**config.mk**
```make
export PLATFORM = sky130hd
export DESIGN_NAME = alu_arbiter_flat
export DESIGN_NICKNAME = d
export VERILOG_FILES = /design/src/rtl/alu_arbiter_pkg.sv /design/src/rtl/alu_arbiter_if.sv /design/src/rtl/alu_arbiter_rr_arb2.sv /design/src/rtl/alu_arbiter.sv /design/src/flat_wrapper.sv
export SDC_FILE = /design/constraint.sdc
export NUM_CORES = 1
export LEC_CHECK = 0
export ABC_AREA = 1
export CORE_UTILIZATION = 30
export CTS_CLUSTER_DIAMETER = 30
export DETAILED_ROUTE_END_ITERATION = 10
export GPL_TIMING_DRIVEN = 0
export MAX_ROUTING_LAYER = met4
export PLACE_DENSITY = 0.66
export SLEW_MARGIN = 20
export SYNTH_ARGS = -nofsm -noshare
export SYNTH_HDL_FRONTEND = slang
export SYNTH_SLANG_ARGS = --single-unit
export TNS_END_PERCENT = 100
```
**constraint.sdc**
```tcl
create_clock -name CLK -period 2.6 [get_ports CLK]
set_input_delay 0.26 -clock CLK [delete_from_list [all_inputs] [get_ports CLK]]
set_output_delay 0.26 -clock CLK [all_outputs]
set_load 0.005 [all_outputs]
```
**src/rtl/alu_arbiter_pkg.sv**
```systemverilog
// Shared definitions for the ALU arbiter: ALU opcodes, arbiter states, data width.
package alu_arbiter_pkg;

  localparam int unsigned ALU_WIDTH = 16;

  typedef enum logic [1:0] {
    kADD = 2'd0,
    kSUB = 2'd1,
    kAND = 2'd2,
    kXOR = 2'd3
  } op_mne;

  typedef enum logic [1:0] {
    IDLE = 2'd0,
    EXEC = 2'd1,
    RESP = 2'd2
  } arb_state_t;

endpackage

```
**src/rtl/alu_arbiter_if.sv**
```systemverilog
// Request/response handshakes plus the ALU pin bundle seen by the arbiter.
interface alu_arbiter_if
  import alu_arbiter_pkg::*;
#(
  parameter int unsigned WIDTH = ALU_WIDTH
);

  logic             REQ0_VALID;
  logic             REQ0_READY;
  op_mne            REQ0_OP;
  logic [WIDTH-1:0] REQ0_A;
  logic [WIDTH-1:0] REQ0_B;

  logic             REQ1_VALID;
  logic             REQ1_READY;
  op_mne            REQ1_OP;
  logic [WIDTH-1:0] REQ1_A;
  logic [WIDTH-1:0] REQ1_B;

  logic             RSP0_VALID;
  logic             RSP1_VALID;
  logic             RSP_READY0;
  logic             RSP_READY1;
  logic [WIDTH-1:0] RSP_OUT;
  logic             RSP_ZERO;
  logic             RSP_EQUAL;

  op_mne            OP;
  logic [WIDTH-1:0] INPUTA;
  logic [WIDTH-1:0] INPUTB;
  logic [WIDTH-1:0] OUT;
  logic             ZERO;
  logic             EQUAL;

  modport slave (
    input  REQ0_VALID, REQ0_OP, REQ0_A, REQ0_B,
    input  REQ1_VALID, REQ1_OP, REQ1_A, REQ1_B,
    input  RSP_READY0, RSP_READY1,
    input  OUT, ZERO, EQUAL,
    output REQ0_READY, REQ1_READY,
    output RSP0_VALID, RSP1_VALID, RSP_OUT, RSP_ZERO, RSP_EQUAL,
    output OP, INPUTA, INPUTB
  );

  modport master (
    output REQ0_VALID, REQ0_OP, REQ0_A, REQ0_B,
    output REQ1_VALID, REQ1_OP, REQ1_A, REQ1_B,
    output RSP_READY0, RSP_READY1,
    output OUT, ZERO, EQUAL,
    input  REQ0_READY, REQ1_READY,
    input  RSP0_VALID, RSP1_VALID, RSP_OUT, RSP_ZERO, RSP_EQUAL,
    input  OP, INPUTA, INPUTB
  );

endinterface

```
**src/rtl/alu_arbiter_rr_arb2.sv**
```systemverilog
// Two-way round-robin grant; ptr names the last winner, which loses a tie.
module rr_arb2 (
  input  logic       req0,
  input  logic       req1,
  input  logic       ptr,
  output logic [1:0] gnt
);

  always_comb begin
    gnt    = '0;
    gnt[0] = req0 & (~req1 | ptr);
    gnt[1] = req1 & (~req0 | ~ptr);
  end

endmodule

```
**src/rtl/alu_arbiter.sv**
```systemverilog
// Shares one combinational ALU between two requesters: accept, execute one cycle,
// hold the registered result until the owning requester takes it.
module alu_arbiter
  import alu_arbiter_pkg::*;
#(
  parameter int unsigned WIDTH = ALU_WIDTH
) (
  input logic          CLK,
  input logic          RESET_N,
  alu_arbiter_if.slave bus
);

  arb_state_t       state;
  logic             ptr;
  logic             owner;
  op_mne            op_q;
  logic [WIDTH-1:0] a_q;
  logic [WIDTH-1:0] b_q;
  logic [WIDTH-1:0] out_q;
  logic             zero_q;
  logic             equal_q;
  logic             rsp0_q;
  logic             rsp1_q;
  logic [1:0]       gnt;
  logic             rsp_take;

  rr_arb2 u_rr_arb2 (
    .req0 (bus.REQ0_VALID),
    .req1 (bus.REQ1_VALID),
    .ptr  (ptr),
    .gnt  (gnt)
  );

  always_comb begin
    bus.REQ0_READY = (state == IDLE) && gnt[0];
    bus.REQ1_READY = (state == IDLE) && gnt[1];
    rsp_take       = owner ? bus.RSP_READY1 : bus.RSP_READY0;
  end

  always_ff @(posedge CLK or negedge RESET_N) begin
    if (!RESET_N) begin
      state   <= IDLE;
      ptr     <= 1'b1;
      owner   <= 1'b0;
      op_q    <= kADD;
      a_q     <= '0;
      b_q     <= '0;
      out_q   <= '0;
      zero_q  <= 1'b0;
      equal_q <= 1'b0;
      rsp0_q  <= 1'b0;
      rsp1_q  <= 1'b0;
    end else begin
      case (state)
        IDLE: begin
          // gnt is non-zero only when the granted requester is valid, i.e. a handshake
          if (gnt != 2'b00) begin
            owner <= gnt[1];
            ptr   <= gnt[1];
            op_q  <= gnt[1] ? bus.REQ1_OP : bus.REQ0_OP;
            a_q   <= gnt[1] ? bus.REQ1_A  : bus.REQ0_A;
            b_q   <= gnt[1] ? bus.REQ1_B  : bus.REQ0_B;
            state <= EXEC;
          end
        end
        EXEC: begin
          out_q   <= bus.OUT;
          zero_q  <= bus.ZERO;
          equal_q <= bus.EQUAL;
          rsp0_q  <= ~owner;
          rsp1_q  <= owner;
          state   <= RESP;
        end
        RESP: begin
          if (rsp_take) begin
            rsp0_q <= 1'b0;
            rsp1_q <= 1'b0;
            state  <= IDLE;
          end
        end
        default: state <= IDLE;
      endcase
    end
  end

  assign bus.OP         = op_q;
  assign bus.INPUTA     = a_q;
  assign bus.INPUTB     = b_q;
  assign bus.RSP_OUT    = out_q;
  assign bus.RSP_ZERO   = zero_q;
  assign bus.RSP_EQUAL  = equal_q;
  assign bus.RSP0_VALID = rsp0_q;
  assign bus.RSP1_VALID = rsp1_q;

endmodule

```
**src/flat_wrapper.sv**
```systemverilog
// flat-port wrapper written by rule: the top's interface ports become plain ports
module alu_arbiter_flat import alu_arbiter_pkg::*;
#(
  parameter int unsigned WIDTH = ALU_WIDTH
)
  (CLK, RESET_N, bus_REQ0_VALID, bus_REQ0_OP, bus_REQ0_A, bus_REQ0_B, bus_REQ1_VALID, bus_REQ1_OP, bus_REQ1_A, bus_REQ1_B, bus_RSP_READY0, bus_RSP_READY1, bus_OUT, bus_ZERO, bus_EQUAL, bus_REQ0_READY, bus_REQ1_READY, bus_RSP0_VALID, bus_RSP1_VALID, bus_RSP_OUT, bus_RSP_ZERO, bus_RSP_EQUAL, bus_OP, bus_INPUTA, bus_INPUTB);
  alu_arbiter_if #(.WIDTH(WIDTH)) bus_i ();
  input logic CLK;
  input logic RESET_N;
  input wire logic [$bits(bus_i.REQ0_VALID)-1:0] bus_REQ0_VALID;
  input wire logic [$bits(bus_i.REQ0_OP)-1:0] bus_REQ0_OP;
  input wire logic [$bits(bus_i.REQ0_A)-1:0] bus_REQ0_A;
  input wire logic [$bits(bus_i.REQ0_B)-1:0] bus_REQ0_B;
  input wire logic [$bits(bus_i.REQ1_VALID)-1:0] bus_REQ1_VALID;
  input wire logic [$bits(bus_i.REQ1_OP)-1:0] bus_REQ1_OP;
  input wire logic [$bits(bus_i.REQ1_A)-1:0] bus_REQ1_A;
  input wire logic [$bits(bus_i.REQ1_B)-1:0] bus_REQ1_B;
  input wire logic [$bits(bus_i.RSP_READY0)-1:0] bus_RSP_READY0;
  input wire logic [$bits(bus_i.RSP_READY1)-1:0] bus_RSP_READY1;
  input wire logic [$bits(bus_i.OUT)-1:0] bus_OUT;
  input wire logic [$bits(bus_i.ZERO)-1:0] bus_ZERO;
  input wire logic [$bits(bus_i.EQUAL)-1:0] bus_EQUAL;
  output wire logic [$bits(bus_i.REQ0_READY)-1:0] bus_REQ0_READY;
  output wire logic [$bits(bus_i.REQ1_READY)-1:0] bus_REQ1_READY;
  output wire logic [$bits(bus_i.RSP0_VALID)-1:0] bus_RSP0_VALID;
  output wire logic [$bits(bus_i.RSP1_VALID)-1:0] bus_RSP1_VALID;
  output wire logic [$bits(bus_i.RSP_OUT)-1:0] bus_RSP_OUT;
  output wire logic [$bits(bus_i.RSP_ZERO)-1:0] bus_RSP_ZERO;
  output wire logic [$bits(bus_i.RSP_EQUAL)-1:0] bus_RSP_EQUAL;
  output wire logic [$bits(bus_i.OP)-1:0] bus_OP;
  output wire logic [$bits(bus_i.INPUTA)-1:0] bus_INPUTA;
  output wire logic [$bits(bus_i.INPUTB)-1:0] bus_INPUTB;
  assign bus_i.REQ0_VALID = bus_REQ0_VALID;
  assign bus_i.REQ0_OP = bus_REQ0_OP;
  assign bus_i.REQ0_A = bus_REQ0_A;
  assign bus_i.REQ0_B = bus_REQ0_B;
  assign bus_i.REQ1_VALID = bus_REQ1_VALID;
  assign bus_i.REQ1_OP = bus_REQ1_OP;
  assign bus_i.REQ1_A = bus_REQ1_A;
  assign bus_i.REQ1_B = bus_REQ1_B;
  assign bus_i.RSP_READY0 = bus_RSP_READY0;
  assign bus_i.RSP_READY1 = bus_RSP_READY1;
  assign bus_i.OUT = bus_OUT;
  assign bus_i.ZERO = bus_ZERO;
  assign bus_i.EQUAL = bus_EQUAL;
  assign bus_REQ0_READY = bus_i.REQ0_READY;
  assign bus_REQ1_READY = bus_i.REQ1_READY;
  assign bus_RSP0_VALID = bus_i.RSP0_VALID;
  assign bus_RSP1_VALID = bus_i.RSP1_VALID;
  assign bus_RSP_OUT = bus_i.RSP_OUT;
  assign bus_RSP_ZERO = bus_i.RSP_ZERO;
  assign bus_RSP_EQUAL = bus_i.RSP_EQUAL;
  assign bus_OP = bus_i.OP;
  assign bus_INPUTA = bus_i.INPUTA;
  assign bus_INPUTB = bus_i.INPUTB;
  alu_arbiter #(.WIDTH(WIDTH)) u_core (.CLK(CLK), .RESET_N(RESET_N), .bus(bus_i));
endmodule
```
==> run_results.csv, run 1 <==
group,metric,value,unit
setup_path,critPathSlowestCell,"clkdlybuf4s50_1",
timing,maxSlewViolCount,0,
outcome,violations,"design-rule violations",
setup_path,critPathMaxStageDelay,0.51,ns
yosys,async_flop_share,100,%
yosys,synth_flop_cell,"dfrtp_1",
yosys,synth_nets,461,
die,die_width,97.8,um
power_and_ir_drop,vdd_drop_max,0.395,mV
timing,hold_viol,0,
detailed_routing,wl_per_cell,12.3,um
cells_and_area,utilization,52.1,%
die,die-area,9570,um2
global_route,grt_overflow_total,0,
setup_path,start_kind,"input port",
clock_network,cts_sinks,58,
cells_and_area,fin_area,4590,um2
clock_network,clock_latency,0.33,ns
yosys,synth-seq-area-share,52.7,%
yosys,synth_warnings,0,
global_route,grtUsageTotal,17.4,%
setup_path,crit_path_frequent_cell,"clkdlybuf4s50_1",
detailed_routing,drc,18,
die,num_rows,34,
global_route,grt_max_degree,59,
detailed_routing,via_count,2798,
cells_and_area,syn2layout_area_growth,66.7,%
yosys,synth_area_per_cell,7.46,um2
die,io_pins,148,
timing,tightestPinTransition,0.280,ns
yosys,yosysUniqueCellTypes,17,
setup_path,arrival,1.95,ns
detailed_routing,wl,7890,um
timing,fmax,0.452,GHz
detailed_routing,ant_nets,0,
die,core_area,8810,um2
die,initial_core_util,31.3,%
clock_network,clkTransAtPathRegs,0.06,ns
timing,slew_headroom,81.3,%
run,drv_cap,0,
setup_path,crit_chain,"clkdlybuf4s50_1 -> nand2_2 -> buf_2 -> nand3_1 -> inv_1 -> clkdlybuf4s50_1",
yosys,yosys-top-cells-area,"dfrtp_1 (52%), nand2_1 (32%), nand3_1 (6.9%)",
timing,holdWs,0.367,ns
setup_path,cp-end-kind,"output pin",
global_route,grt_antenna_before_repair,0,
clock_network,cts_root_buffer,"clkbuf_8",
power_and_ir_drop,p_leak,2.34,nW
yosys,netlist_top_cells_count,"nand2_1 (238), dfrtp_1 (57), nand3_1 (38)",
clock_network,clk_path_buf_depth,2,
setup_path,path_class,"in -> out",
timing,fin_crit,2.21,ns
clock_network,numCtsBuffers,9,
place,place_ws,0.387,ns
detailed_routing,drtPass1Iterations,7,
clock_network,post-cts-setup-buffers,0,
setup_path,worstPathMaxFanout,10,
place,dpl.hpwl,5850,um
cells_and_area,nets,620,
timing,fin_ws,0.389,ns
yosys,synth_top_cell_by_area,"dfrtp_1",
clock_network,cts_tree,"done",
die,fp.dieH,97.8,um
outcome,status,"finished with violations",
yosys,synthesis.area,2750,um2
global_route,grt_pass1_wl,12900,um
power_and_ir_drop,cellPowerDensity,1020,nW/um2
yosys,synth_top_area_share,51.8,%
detailed_routing,viasPerCell,4.37,
place,placed_cell_area,4380,um2
setup_path,crit_required,2.34,ns
yosys,synth_edf_count,0,
yosys,synth_most_common_cell,"nand2_1",
clock_network,cts-htree-levels,3,
global_route,grt_pass1_vias,2744,
worst_hold_path,hp-class,"in -> reg",
place,io_buffers,146,
cells_and_area,diodes,0,
yosys,ys_seq_elements,58,
timing,rsz0062_at_grt,"no",
yosys,synth_cells,369,
timing,post-route-period-util,85.0,%
timing,setup_viol,0,
detailed_routing,first_iter_violations,94,
cells_and_area,drive_gt1_share,8.27,%
timing,skew,0.00480,ns
place,globalplace.congestion,0.739,
==> layout make-up <==
cell class,instances,area [um2]
fill,869,4220
clock buffer,13,169
sequential,58,1450
tap,108,135
buffer,19,131
clock inverter,2,35.0
inverter,8,32.5
multi-input combinational,284,1140
timing repair buffer,148,1500
==> registers in the layout (all words and copies together) (netlist names) <==
name	count
u_core.bus.RSP_EQUAL	1
u_core.bus.INPUTB	16
u_core.state	2
u_core.bus.RSP_ZERO	1
u_core.bus.RSP_OUT	16
u_core.bus.INPUTA	16
u_core.ptr	1
u_core.bus.OP	2
u_core.bus.RSP0_VALID	1
u_core.bus.RSP1_VALID	1
u_core.owner	1
==> critical path, delay by kind of cell <==
family | cells | cell delay (ns)
AND/OR/NAND/NOR | 2 | 0.38
buffers and inverters | 4 | 1.32
==> metrics by stage <==
stage	total power, mW	TNS, ns	cells
floorplan	2.59	0	369
global placement	3.81	-31.56	623
detailed placement	3.86	0	624
CTS	4.74	0	640
global route	5.04	0	640
finish	4.66	0	640
==> per-layer routing <==
layer  routed length, um  GRT usage [%]  part of all wire [%]  up-vias
li1                    -              -                     -     1449
met1                3560           20.6                    45     1244
met5                   0              -                     0        -
met2                3740           28.9                    47       98
met4                  89           6.06                   1.1        0
met3                 500           4.44                   6.3        7
==> power breakdown <==
group          internal [mW]  switching, mW
registers               1.35          0.242
logic                   1.21           1.01
clock network          0.515          0.332
==> final timing paths <==
path                            cells after the start                  start                    end  slack (ns)
max in group asynchronous                           3                RESET_N             u_core.ptr        1.83
worst max-delay path                                6         bus_REQ0_VALID         bus_REQ1_READY        0.39
worst max register to register                      7             u_core.ptr  u_core.bus.INPUTB[13]        1.18
worst min register to register                      2  u_core.bus.RSP_OUT[3]  u_core.bus.RSP_OUT[3]        0.48
min in group asynchronous                           3                RESET_N  u_core.bus.RSP_OUT[0]        0.48
worst min-delay path                                5         bus_REQ1_VALID   u_core.bus.INPUTB[5]        0.37
==> repair_timing <==
item	4_1_cts	5_1_grt
hold endpoints to repair	57	0
hold buffers	1	0
gates resized for setup	0	0
==> cell usage in the layout (no fill, tap or decap), types with 2 or more instances in the layout <==
cell	count
nand2_1	238
inv_1	5
inv_2	2
buf_4	8
buf_6	3
clkbuf_8	12
nand2_2	2
buf_2	9
dfrtp_1	57
clkdlybuf4s50_1	145
nand3_1	38
==> logic make-up (layout without fill, tap and decap cells) <==
kind of cell | count (synthesis) | in the layout | synth area share, %
simple gates | 283 | 283 | 41.1
buf+inv | 27 | 190 | 5.95
compound gates | 1 | 1 | 0.182
flops | 58 | 58 | 52.7
Power figures use the tool's default switching activity.
==> run 2, diff against run 1 <==
--- a/config.mk
+++ b/config.mk
@@ -16,4 +16,3 @@
 export SYNTH_ARGS = -nofsm -noshare
 export SYNTH_HDL_FRONTEND = slang
 export SYNTH_SLANG_ARGS = --single-unit
-export TNS_END_PERCENT = 100
==> results of run 2 <==
No change in the layout: final DEF, timing and power equal those of run 1.
==> run 3, diff against run 2 <==
==> constraint.sdc (replaced) <==
create_clock -name CLK -period 2.7 [get_ports CLK]
set_input_delay 0.27 -clock CLK [delete_from_list [all_inputs] [get_ports CLK]]
set_output_delay 0.27 -clock CLK [all_outputs]
set_load 0.005 [all_outputs]
==> results of run 3 <==
The final DEF is identical to that of run 1. Status: finished with violations: design-rule violations.
Main changes from that run: setup slack after placement 0.387 ns -> 0.467 ns; setup slack after layout 0.389 ns -> 0.469 ns; hold slack 0.367 ns -> 0.377 ns; register-to-register setup slack 1.18 ns -> 1.28 ns; total power 4.66 mW -> 4.49 mW; worst IR drop on VDD 0.395 mV -> 0.381 mV
